File: src/rtl/hammu_pkg.sv
// Shared widths, FSM encoding and defaults for the hammu job arbiter.
package hammu_pkg;

  localparam int HAMMU_X_W            = 4;
  localparam int HAMMU_A_W            = 4;
  localparam int HAMMU_P_W            = 30;
  localparam int HAMMU_TIMEOUT_CYCLES = 1024;

  typedef enum logic [2:0] {
    ST_IDLE  = 3'd0,
    ST_LOAD  = 3'd1,
    ST_START = 3'd2,
    ST_WAIT  = 3'd3,
    ST_RESP  = 3'd4
  } hammu_state_e;

endpackage

File: src/rtl/hammu_rr_arbiter.sv
// Combinational round-robin pick: first active request at or after ptr, wrapping.
module hammu_rr_arbiter #(
  parameter  int N_REQ = 4,
  localparam int IDX_W = $clog2(N_REQ)
) (
  input  logic [N_REQ-1:0] req,
  input  logic [IDX_W-1:0] ptr,
  output logic [N_REQ-1:0] grant,
  output logic [IDX_W-1:0] grant_idx,
  output logic             any_req
);

  logic found;
  int   idx;

  always_comb begin
    found     = 1'b0;
    idx       = 0;
    grant_idx = '0;
    for (int i = 0; i < N_REQ; i++) begin
      idx = int'(ptr) + i;
      if (idx >= N_REQ) idx = idx - N_REQ;
      if (!found && req[idx]) begin
        found     = 1'b1;
        grant_idx = IDX_W'(idx);
      end
    end
    any_req = found;
    grant   = found ? (N_REQ'(1) << grant_idx) : '0;
  end

endmodule

File: src/rtl/hammu_job_arbiter.sv
// Round-robin scheduler sharing one exponent core among N_REQ requesters.
// Optional WAIT watchdog enabled by defining HAMMU_ARB_TIMEOUT_EN.
module hammu_job_arbiter
  import hammu_pkg::*;
#(
  parameter  int N_REQ          = 4,
  parameter  int TIMEOUT_CYCLES = HAMMU_TIMEOUT_CYCLES,
  localparam int IDX_W          = $clog2(N_REQ)
) (
  input  logic                       i_clk,
  input  logic                       i_rst,
  input  logic [N_REQ-1:0]           i_req_valid,
  input  logic [N_REQ*HAMMU_X_W-1:0] i_req_x,
  input  logic [N_REQ*HAMMU_A_W-1:0] i_req_a,
  output logic [N_REQ-1:0]           o_req_ready,
  output logic [N_REQ-1:0]           o_rsp_valid,
  input  logic [N_REQ-1:0]           i_rsp_ready,
  output logic [HAMMU_P_W-1:0]       o_rsp_p,
`ifdef HAMMU_ARB_TIMEOUT_EN
  output logic                       o_rsp_err,
`endif
  output logic                       o_exp_load,
  output logic                       o_exp_start,
  output logic [HAMMU_X_W-1:0]       o_exp_x,
  output logic [HAMMU_A_W-1:0]       o_exp_a,
  input  logic                       i_exp_done,
  input  logic [HAMMU_P_W-1:0]       i_exp_p,
  output logic                       o_busy,
  output logic [IDX_W-1:0]           o_grant_id
);

  if (N_REQ < 2 || N_REQ > 8 || TIMEOUT_CYCLES < 1) begin : g_param_check
    $error("hammu_job_arbiter: N_REQ must be 2..8 and TIMEOUT_CYCLES positive");
  end

  hammu_state_e          state_q, state_d;
  logic [IDX_W-1:0]      rr_ptr_q;
  logic [IDX_W-1:0]      grant_id_q;
  logic [HAMMU_X_W-1:0]  x_q;
  logic [HAMMU_A_W-1:0]  a_q;
  logic [HAMMU_P_W-1:0]  p_q;
  logic [N_REQ-1:0]      req_ready;
  logic [N_REQ-1:0]      arb_grant;
  logic [IDX_W-1:0]      arb_idx;
  logic                  arb_any;
  logic                  accept;
  logic                  rsp_done;
  logic                  tmo_hit;

  function automatic logic [IDX_W-1:0] ptr_after(input logic [IDX_W-1:0] g);
    return (g == IDX_W'(N_REQ - 1)) ? '0 : g + 1'b1;
  endfunction

  hammu_rr_arbiter #(.N_REQ(N_REQ)) u_rr (
    .req       (i_req_valid),
    .ptr       (rr_ptr_q),
    .grant     (arb_grant),
    .grant_idx (arb_idx),
    .any_req   (arb_any)
  );

  assign accept   = (state_q == ST_IDLE) && arb_any;
  assign rsp_done = (state_q == ST_RESP) && i_rsp_ready[grant_id_q];

`ifdef HAMMU_ARB_TIMEOUT_EN
  localparam int TO_W = $clog2(TIMEOUT_CYCLES) + 1;
  logic [TO_W-1:0] tmo_cnt_q;
  logic            err_q;

  assign tmo_hit   = (tmo_cnt_q == TO_W'(TIMEOUT_CYCLES - 1));
  assign o_rsp_err = err_q;

  // Watchdog: cleared on the way into WAIT, counts every WAIT cycle without done.
  always_ff @(posedge i_clk) begin
    if (i_rst) begin
      tmo_cnt_q <= '0;
      err_q     <= 1'b0;
    end else begin
      if (state_q == ST_START) tmo_cnt_q <= '0;
      else if (state_q == ST_WAIT && !i_exp_done) tmo_cnt_q <= tmo_cnt_q + 1'b1;
      if (state_q == ST_WAIT) begin
        if (i_exp_done) err_q <= 1'b0;
        else if (tmo_hit) err_q <= 1'b1;
      end
    end
  end
`else
  assign tmo_hit = 1'b0;
`endif

  always_comb begin
    state_d   = state_q;
    req_ready = '0;
    case (state_q)
      ST_IDLE: begin
        if (arb_any) begin
          state_d   = ST_LOAD;
          req_ready = arb_grant;
        end
      end
      ST_LOAD:  state_d = ST_START;
      ST_START: state_d = ST_WAIT;
      ST_WAIT:  if (i_exp_done || tmo_hit) state_d = ST_RESP;
      ST_RESP:  if (i_rsp_ready[grant_id_q]) state_d = ST_IDLE;
      default:  state_d = ST_IDLE;
    endcase
  end

  // Control and datapath latches; everything returns to zero on reset.
  always_ff @(posedge i_clk) begin
    if (i_rst) begin
      state_q    <= ST_IDLE;
      rr_ptr_q   <= '0;
      grant_id_q <= '0;
      x_q        <= '0;
      a_q        <= '0;
      p_q        <= '0;
    end else begin
      state_q <= state_d;
      if (accept) begin
        grant_id_q <= arb_idx;
        x_q        <= i_req_x[arb_idx*HAMMU_X_W +: HAMMU_X_W];
        a_q        <= i_req_a[arb_idx*HAMMU_A_W +: HAMMU_A_W];
      end
      if (state_q == ST_WAIT) begin
        if (i_exp_done) p_q <= i_exp_p;
        else if (tmo_hit) p_q <= '0;
      end
      if (rsp_done) rr_ptr_q <= ptr_after(grant_id_q);
    end
  end

  // Accept must be visible in the same IDLE cycle, so ready is the only decoded input path.
  assign o_req_ready = i_rst ? '0 : req_ready;
  assign o_rsp_valid = (state_q == ST_RESP) ? (N_REQ'(1) << grant_id_q) : '0;
  assign o_rsp_p     = p_q;
  assign o_exp_load  = (state_q == ST_LOAD);
  assign o_exp_start = (state_q == ST_START);
  assign o_exp_x     = x_q;
  assign o_exp_a     = a_q;
  assign o_busy      = (state_q != ST_IDLE);
  assign o_grant_id  = grant_id_q;

endmodule

File: config.mk
export PLATFORM = sky130hd
export DESIGN_NAME = hammu_job_arbiter
export DESIGN_NICKNAME = d
export VERILOG_FILES = /design/src/rtl/hammu_pkg.sv /design/src/rtl/hammu_rr_arbiter.sv /design/src/rtl/hammu_job_arbiter.sv
export SDC_FILE = /design/constraint.sdc
export NUM_CORES = 1
export LEC_CHECK = 0
export ABC_AREA = 1
export CAP_MARGIN = 10
export CELL_PAD_IN_SITES_DETAIL_PLACEMENT = 0
export CELL_PAD_IN_SITES_GLOBAL_PLACEMENT = 1
export CORE_UTILIZATION = 27
export CTS_CLUSTER_SIZE = 8
export DETAILED_ROUTE_END_ITERATION = 8
export MAX_ROUTING_LAYER = met4
export PLACE_DENSITY = 0.82
export SLEW_MARGIN = 20
export SYNTH_ARGS = -nofsm -noshare
export SYNTH_HDL_FRONTEND = slang
export SYNTH_SLANG_ARGS = --single-unit
File: constraint.sdc
create_clock -name i_clk -period 2.05 [get_ports i_clk]
set_input_delay 0.41 -clock i_clk [delete_from_list [all_inputs] [get_ports i_clk]]
set_output_delay 0.41 -clock i_clk [all_outputs]
set_load 0.005 [all_outputs]
# == After elaboration in Yosys (flattened, before gate mapping) ==
# Index checks and enable logic that the tools add are counted.
# op_classes
n_addsub,8
magnitude_cmp,9
n_eq_ne,8
n_shift,4
muxes,35
n_reduce_logical,12
# op_table
cell,n
"32-bit by 4-bit < comparator with 1-bit output, second input constant",4
32-bit two-way mux,4
"32-bit by 4-bit greater-or-equal comparator with 1-bit output, second input constant",3
"32-bit by 4-bit subtractor with 32-bit output, second input constant",3
16-bit by 5-bit variable part select with 4-bit output,2
4-bit two-way mux,4
3-bit one-hot mux with 5 select lines,1
1-bit two-way mux,13
1-bit binary-select mux with 2-bit select,5
2-bit two-way mux,5
3-bit two-way mux,3
"1-bit by 2-bit left shift with 4-bit output, first input constant",2
"2-bit by 2-bit adder with 3-bit output, second input constant",2
"3-bit by 2-bit == test with 1-bit output, second input constant",2
1-bit logical AND,5
"2-bit != test, second input constant",2
"2-bit by 3-bit subtractor with 4-bit output, second input constant",1
"2-bit by 1-bit adder with 3-bit output, second input constant",1
"3-bit by 1-bit == test with 1-bit output, second input constant",1
"3-bit == test, second input constant",1
"2-bit by 3-bit greater-or-equal comparator with 1-bit output, second input constant",1
1-bit zero test,3
3-bit zero test,1
"2-bit by 3-bit < comparator with 1-bit output, second input constant",1
other kinds (6),6
# word_totals
register_bits,45
input_bits,73
out_inout_bits,51
elab_cells,82

# == Depth between registers and ports, before layout ==
# Gate-level depths: netlist of the first run.
# logic_depth
word_depth,19
mapped_depth,15
depth_no_buf,15

# == By module ==
# Synthesis of the first run repeated with hierarchy kept, for this count alone.
# unflattened
cells_unflattened,366
area_unflattened_um2,2524.9
# by_module_without_submodules
mod,n_inst,cells_per_inst,area_per_inst_um2,seq_area_each_um2
hammu_job_arbiter,1,292,2132.0,900.9
hammu_rr_arbiter,1,74,392.9,0.0

# == Worst setup path before layout of the first run ==
# OpenSTA, ideal clock, no wires.
# synth_timing
path_kind,reg2out
from,register rr_ptr_q[0]
to,output o_req_ready[2]
arrival_ps,1446
required_ps,1640
path_slack_ps,194
path_stages_with_launch,12
n_path_buf,1
cell_sequence,dfxtp_1 > buf_6 > nand2_1 > nand3_2 > nand2_2 > nor2_4 > nand2_1 > nor2_2 > nor2_4 > inv_2 > nand2_1 > nor2_1
# synth_via
elab_chain_len,19
word_cells_on_any_way,45
cone_classes,add/sub: 7; order compare: 4; shift: 1; mux: 27; reduce/logical: 6
# synth_lines
element,line,rtl
start: declaration,hammu_job_arbiter.sv:37,logic [IDX_W-1:0] rr_ptr_q;
start signal: assignment,hammu_job_arbiter.sv:129,if (rsp_done) rr_ptr_q <= ptr_after(grant_id_q);
"parallel branches: the longest is 16 deep, another holds 32-bit by 4-bit subtractor with 32-bit output",--,
4-bit two-way mux *,hammu_job_arbiter.sv:96,if (arb_any) begin
4-bit two-way mux *,hammu_job_arbiter.sv:94,case (state_q)
4-bit two-way mux *,hammu_job_arbiter.sv:134,assign o_req_ready = i_rst ? '0 : req_ready;
end: declaration,hammu_job_arbiter.sv:15,"output logic [N_REQ-1:0] o_req_ready,"
# Mark *: on every way between the ends. The select of a mux whose other input is x is not followed.

# == Worst setup path in the final report of the first run ==
# Ends and elaborated chain as after synthesis.

==> metrics, run 1 <==
Fillers 897; CTS Buf Count 5; GRT Util Overall 15.93%; H-tree levels 2; n_diodes 0; design area 4303 um^2; PnR Total Power 0.002229 W; Crit-path slowest cell dfxtp_4; via count 2960; final count of negative-setup-slack endpoints 4; DR vias/cell 4.568; non-filler cells, final 648; # nets final 616; Max Clock Skew 0.01133 ns; cells after synthesis 396; area fraction of the dominant cell type after synthesis 35.63%; gpl congestion 0.8597; outcome complete, but fails checks; total gr overflow 0; critical path arrival 1.75 ns; PortBufs 123; critical path peak fanout 5; # rows 34; area leader, netlist dfxtp_1; hold_ws 0.4629 ns; Unique masters post-synth 28; Slew @ Worst Pin 0.4706 ns; Largest stage delay, worst path 0.40 ns; post-synthesis xor/xnor area fraction 0%; mux contribution to synthesized area 0%; worst-path cell chain buf_6 > nand2_4 > nand3_2 > nand2_2 > buf_4 > a21oi_2 > nand2_2 > nand2_4 > inv_2 > nor2_1 > buf_2; Avg Inst Size Synth 6.386 um^2; # IOs 124; P_leak 1.890 nW; CTS tree done; area delta synth->final 70.16%; top_reg_cell synth dfxtp_1; Synth area leaders dfxtp_1, nand3_1, nand2_1; Fin. Hold Viols 0; violated checks setup timing; ratio of cells with drive above 1 in the final layout 19.63%; Seq/Total Area, Yosys 35.63%; area fraction in compound gates after synthesis 9.995%; Sinks on Clock Net 45; final WL 7655 um; Placed Instances 635; full die area 9757 um^2; initial antenna violation count 0; register bit total from synthesis 45; first-pass GRT wire length 12370 um; CP Capture Type primary output; hold crit path type reg2reg; Peak VDD IR 0.2558 mV; cts hold-fix bufs 0; largest net degree at the start of global routing 44; wire per inst 11.81 um; vias in the first global route 2746; fmax 464.0 MHz; main combinational cell family by area after synthesis simple AND/OR/NAND/NOR gates; Setup WS pre-CTS -0.7737 ns; placed cell areas 4011 um^2; clock buffer depth 2; Worst-path clk slew 0.08 ns; Worst setup SP type flip-flop; chip height 98.78 um; HPWL after detailed placement 5671 um; Die X 98.78 um; setup ws final -0.1053 ns; Root Buffer clkbuf_8; adder-cell share of the synthesized area 1.979%; Starting DRT DRC Count 60; antenna viol nets, final 0; number of flops mapped to enable cells by yosys 0; Worst Path Required 1.64 ns; max-cap violations 0; min Tclk post-route 2.155 ns; Simple-Gate Fraction of Synth Area 38.40%; WS Path Type reg2out; P per Cell Area 518.0 nW/um^2; Post-synth ARST share 0%; Mapped Area 2529 um^2; DRC Markers 0; Mapped Nets 473; DRT Pass-1 Iters 4; Yosys warnings 0; RSZ-0062 raised after global routing yes; Core Footprint 8891 um^2; fin. max-slew vios 0; clk_lat worst skew 0.29 ns; initial core utilization 28.44%; max_slew headroom 68.63%; Final Cycle Share 105.1%
metrics by stage:
step                      TNS, ns  util, %
after floorplan                 0        -
after CTS                 -0.6706    47.04
after global placement     -4.516    45.12
final                     -0.3890    48.40
after detailed placement   -5.373    45.12
after global routing      -0.9018    48.40
routing by layer:
layer | GRT usage, % | vias to the layer above | routed length (um)
li1 | - | 1528 | -
met1 | 18.82 | 1353 | 3369
met2 | 28.03 | 77 | 3953
met3 | 3.050 | 2 | 293
met4 | 3.330 | 0 | 38
met5 | - | - | 0
state kept, by name (all words and copies together) (netlist names):
signal,count
o_grant_id,2
state_q,3
o_exp_x,4
o_exp_a,4
o_rsp_p,30
rr_ptr_q,2
what timing repair did:
action	CTS	global route
pin swaps	12	12
endpoints found under the hold margin	0	0
resized for setup	50	32
setup endpoints to repair	4	17
setup buffers	3	2
cloned	0	0
worst paths after layout:
path | slack (ns) | endpoint | cells past startpoint | from
worst max-delay path | -0.11 | o_req_ready[2] | 11 | rr_ptr_q[0]$_SDFFE_PP0P_
worst min-delay path | 0.46 | o_rsp_p[1]$_SDFFE_PP0P_ | 2 | o_rsp_p[1]$_SDFFE_PP0P_
worst max register to register | 0.18 | o_exp_x[1]$_SDFFE_PP0P_ | 14 | rr_ptr_q[0]$_SDFFE_PP0P_
worst min register to register | 0.46 | o_rsp_p[1]$_SDFFE_PP0P_ | 2 | o_rsp_p[1]$_SDFFE_PP0P_
critical path, delay by kind of cell, from the launching register on:
| family | cells | cell delay [ns] |
|---|---|---|
| AO/OA/AOI/OAI | 1 | 0.15 |
| buffers and inverters | 4 | 0.43 |
| flip-flops | 1 | 0.40 |
| AND/OR/NAND/NOR | 6 | 0.49 |
cells by family after synthesis:
kind of cell    Yosys count
simple gates            215
flops                    45
fa+ha+maj                 4
compound gates           46
buf+inv                  86
synth_stat cells (2+ instances only):
library cell / instances
nand2_1: 91
nand3_1: 74
inv_1: 60
dfxtp_1: 45
a21oi_1: 34
nor2_1: 31
clkbuf_1: 14
nand2_2: 6
o21ai_0: 6
inv_2: 5
ha_1: 4
buf_6: 3
nand3_2: 3
nor2_2: 3
buf_4: 2
nor2_4: 2
nor3_1: 2
report_power, final:
group / switching [W] / internal [W] / leakage (nW)
registers: 0.0000339 / 0.000923 / 0.369
clock network: 0.000294 / 0.000273 / 0.0512
logic: 0.000326 / 0.000379 / 1.47
cell usage in the layout (no fill, tap or decap), types with 2 or more instances in the layout:
master	instances
nand3_4	2
dlygate4sd2_1	4
nor2_1	29
clkbuf_8	6
buf_2	5
ha_1	4
clkdlybuf4s50_1	114
buf_4	28
nor2_4	5
o21ai_0	5
inv_2	10
inv_6	2
inv_1	53
a21oi_1	34
dfxtp_4	3
nand2_2	16
nor2_2	2
nand3_1	72
nand2_1	73
nand3_2	3
nand2_4	9
nor3_2	2
dfxtp_1	41
buf_6	4
cell type report:
cell class              instances  area, um^2  share of cell area (%)
clock buffers                   6       82.58                   1.919
clock inverters                 2       13.76                  0.3199
inverters                      66       260.3                   6.048
multi-input cells             265        1421                   33.03
flip-flops and latches         45       913.4                   21.23
well taps                     108       135.1                   3.140
repair buffers                156        1476                   34.31
(Power assumes the default switching activity.)
==> run 2, diff against run 1 <==
Settings changed: CORE_UTILIZATION 27 to 41, DONT_BUFFER_PORTS from default to 1, HOLD_SLACK_MARGIN from default to 0.06, MAX_ROUTING_LAYER met4 to default, PLACE_DENSITY 0.82 to 0.79.
==> metrics, run 2 (synthesized netlist as in run 1, its figures left out) <==
Worst-path clk slew 0.08 ns; most frequent cells in the layout nand2_1, nand3_1, inv_1; grt met2 use 31.53%; Core Footprint 5921 um^2; CP Capture Type primary output; fin. max-slew vios 0; Final Cycle Share 102.3%; max-cap violations 0; register area 908.4 um^2; initial core utilization 42.71%; critical path arrival 1.69 ns; outcome complete, but fails checks; combined area of the multi-input logic cells 1366 um^2; n_diodes 0; M3 GR Usage 4.773%; Seq pwr share 47.3%; critical path peak fanout 9; setup ws final -0.04751 ns; Worst Path Required 1.64 ns; via count 2435; Root Buffer clkbuf_8; first-pass GRT wire length 9418 um; Hold Path End o_rsp_p[1]$_SDFFE_PP0P_; Comb power frac 19.0%; CTS tree done; antenna viol nets, final 0; Max Clock Skew 0.003851 ns; DRC Markers 0; CP Launch Point rr_ptr_q[0]$_SDFFE_PP0P_; initial antenna violation count 0; final WL 6182 um; GRT Util Overall 18.50%; clk_lat worst skew 0.29 ns; violated checks setup timing; hold crit path type in2reg; Peak VDD IR 0.3816 mV; r2r startpoint rr_ptr_q[0]$_SDFFE_PP0P_; DRT Pass-1 Iters 4; Util after Layout 48.56%; full die area 6486 um^2; total gr overflow 0; Worst setup SP type flip-flop; Power Internal 0.001468 W; vias in the first global route 2145; wire per inst 13.01 um; fmax 476.8 MHz; P per Cell Area 711.6 nW/um^2; most crowded layer after global routing met2; design area 2875 um^2; chip height 80.54 um; R2R Path End o_exp_a[1]$_SDFFE_PP0P_; Fin. Hold Viols 0; PortBufs 0; P_leak 1.339 nW; area delta synth->final 13.71%; max_slew headroom 74.91%; Hold Path Origin i_rst; final count of negative-setup-slack endpoints 4; commonest non-fill, non-tap cell in the layout nand2_1; gpl congestion 0.8065; largest net degree at the start of global routing 45; H-tree levels 2; HPWL after detailed placement 4259 um; Hold Path Stages 1; Slew @ Worst Pin 0.3734 ns; ratio of cells with drive above 1 in the final layout 17.50%; Largest register FFs 30; Die X 80.54 um; # IOs 124; CTS Buf Count 5; min Tclk post-route 2.098 ns; clock power share 33.7%; Worst R2R Setup Slack 0.19 ns; Sw Pwr 0.0005783 W; RSZ-0062 raised after global routing yes; Sinks on Clock Net 45; WS Path Type reg2out; Fillers 624; Worst R2R Path Depth 15; # nets final 476; Starting DRT DRC Count 63; met1 Usage GRT 22.69%; # rows 28; cts hold-fix bufs 0; placed cell areas 2601 um^2; clock buffer depth 2; switching share of power 28.27%; DR vias/cell 5.126
[run 2: cell count changes in the layout (fill, tap and decap cells not counted), sizes merged]
cell	previous run	this run
buf	38	16
bufinv	0	1
clkbuf	6	7
clkdlybuf4s50	114	0
clkinv	2	1
dlygate4sd2	4	0
inv	66	65
[run 2: timing repair]
| action | 4_1_cts | 5_1_grt |
|---|---|---|
| setup buffers | 5 | 2 |
| pin swaps | 13 | 6 |
| endpoints found under the setup margin | 4 | 4 |
| gates resized for setup | 27 | 8 |
[run 2: worst max-delay path: stages, from the launching register on]
cell and delay (ns):
dfxtp_4 0.39, inv_4 0.06, nand2_1 0.09, nand3_1 0.09, nand2_2 0.12, clkinv_2 0.09
nand2_4 0.10, nor2_4 0.04, inv_2 0.07, nand2_4 0.05, nor2_4 0.11, nand2_2 0.08
nor2_2 0.10
[run 2: worst max-delay path by stage]
stage               cells past startpoint  slack (ns)              to
finish                                 12       -0.05  o_req_ready[3]
detailed placement                     12        0.03  o_req_ready[3]
floorplan                              11        0.19  o_req_ready[2]
CTS                                    13        -0.1  o_req_ready[2]
global route                           12       -0.16  o_req_ready[3]
global placement                       13        0.10  o_req_ready[2]
[run 2: layer usage]
metal  routed length [um]  part of all wire (%)  vias up
li1                     -                     -     1253
met1                 2783                    45     1100
met2                 2920                    47       77
met3                  431                   7.0        5
met4                   46                  0.74        0
met5                    0                     0        -
[run 2: power by group through the flow]
stage | sequential [W] | combinational, W | clock [W]
after global routing | 0.000975 | 0.000446 | 0.000749
final | 0.000968 | 0.000389 | 0.000689
after CTS | 0.000969 | 0.000380 | 0.000713
after global placement | 0.000991 | 0.000349 | 0
after floorplan | 0.000976 | 0.000309 | 0
after detailed placement | 0.000991 | 0.000355 | 0
[run 2: cell type report]
cell class,count,share of cell area [%]
Multi-Input combinational cell,265,47.52
Tap cell,75,3.264
Sequential cell,45,31.59
Clock buffer,7,3.003
Inverter,66,8.834
Clock inverter,1,1.044
Timing Repair Buffer,16,4.743
[run 2: per-stage QoR]
step | TNS (ns) | total power [W] | hold slack (ns) | worst slack, ns | instances
finish | -0.1397 | 0.002046 | 0.1766 | -0.04751 | 475
CTS | -0.3412 | 0.002062 | 0.1625 | -0.09747 | 473
detailed placement | 0 | 0.001346 | 0.4650 | 0.03305 | 460
global route | -0.6205 | 0.002170 | 0.1529 | -0.1590 | 475
global placement | 0 | 0.001341 | 0.4608 | 0.1013 | 460
floorplan | 0 | 0.001285 | 0.4567 | 0.1935 | 396
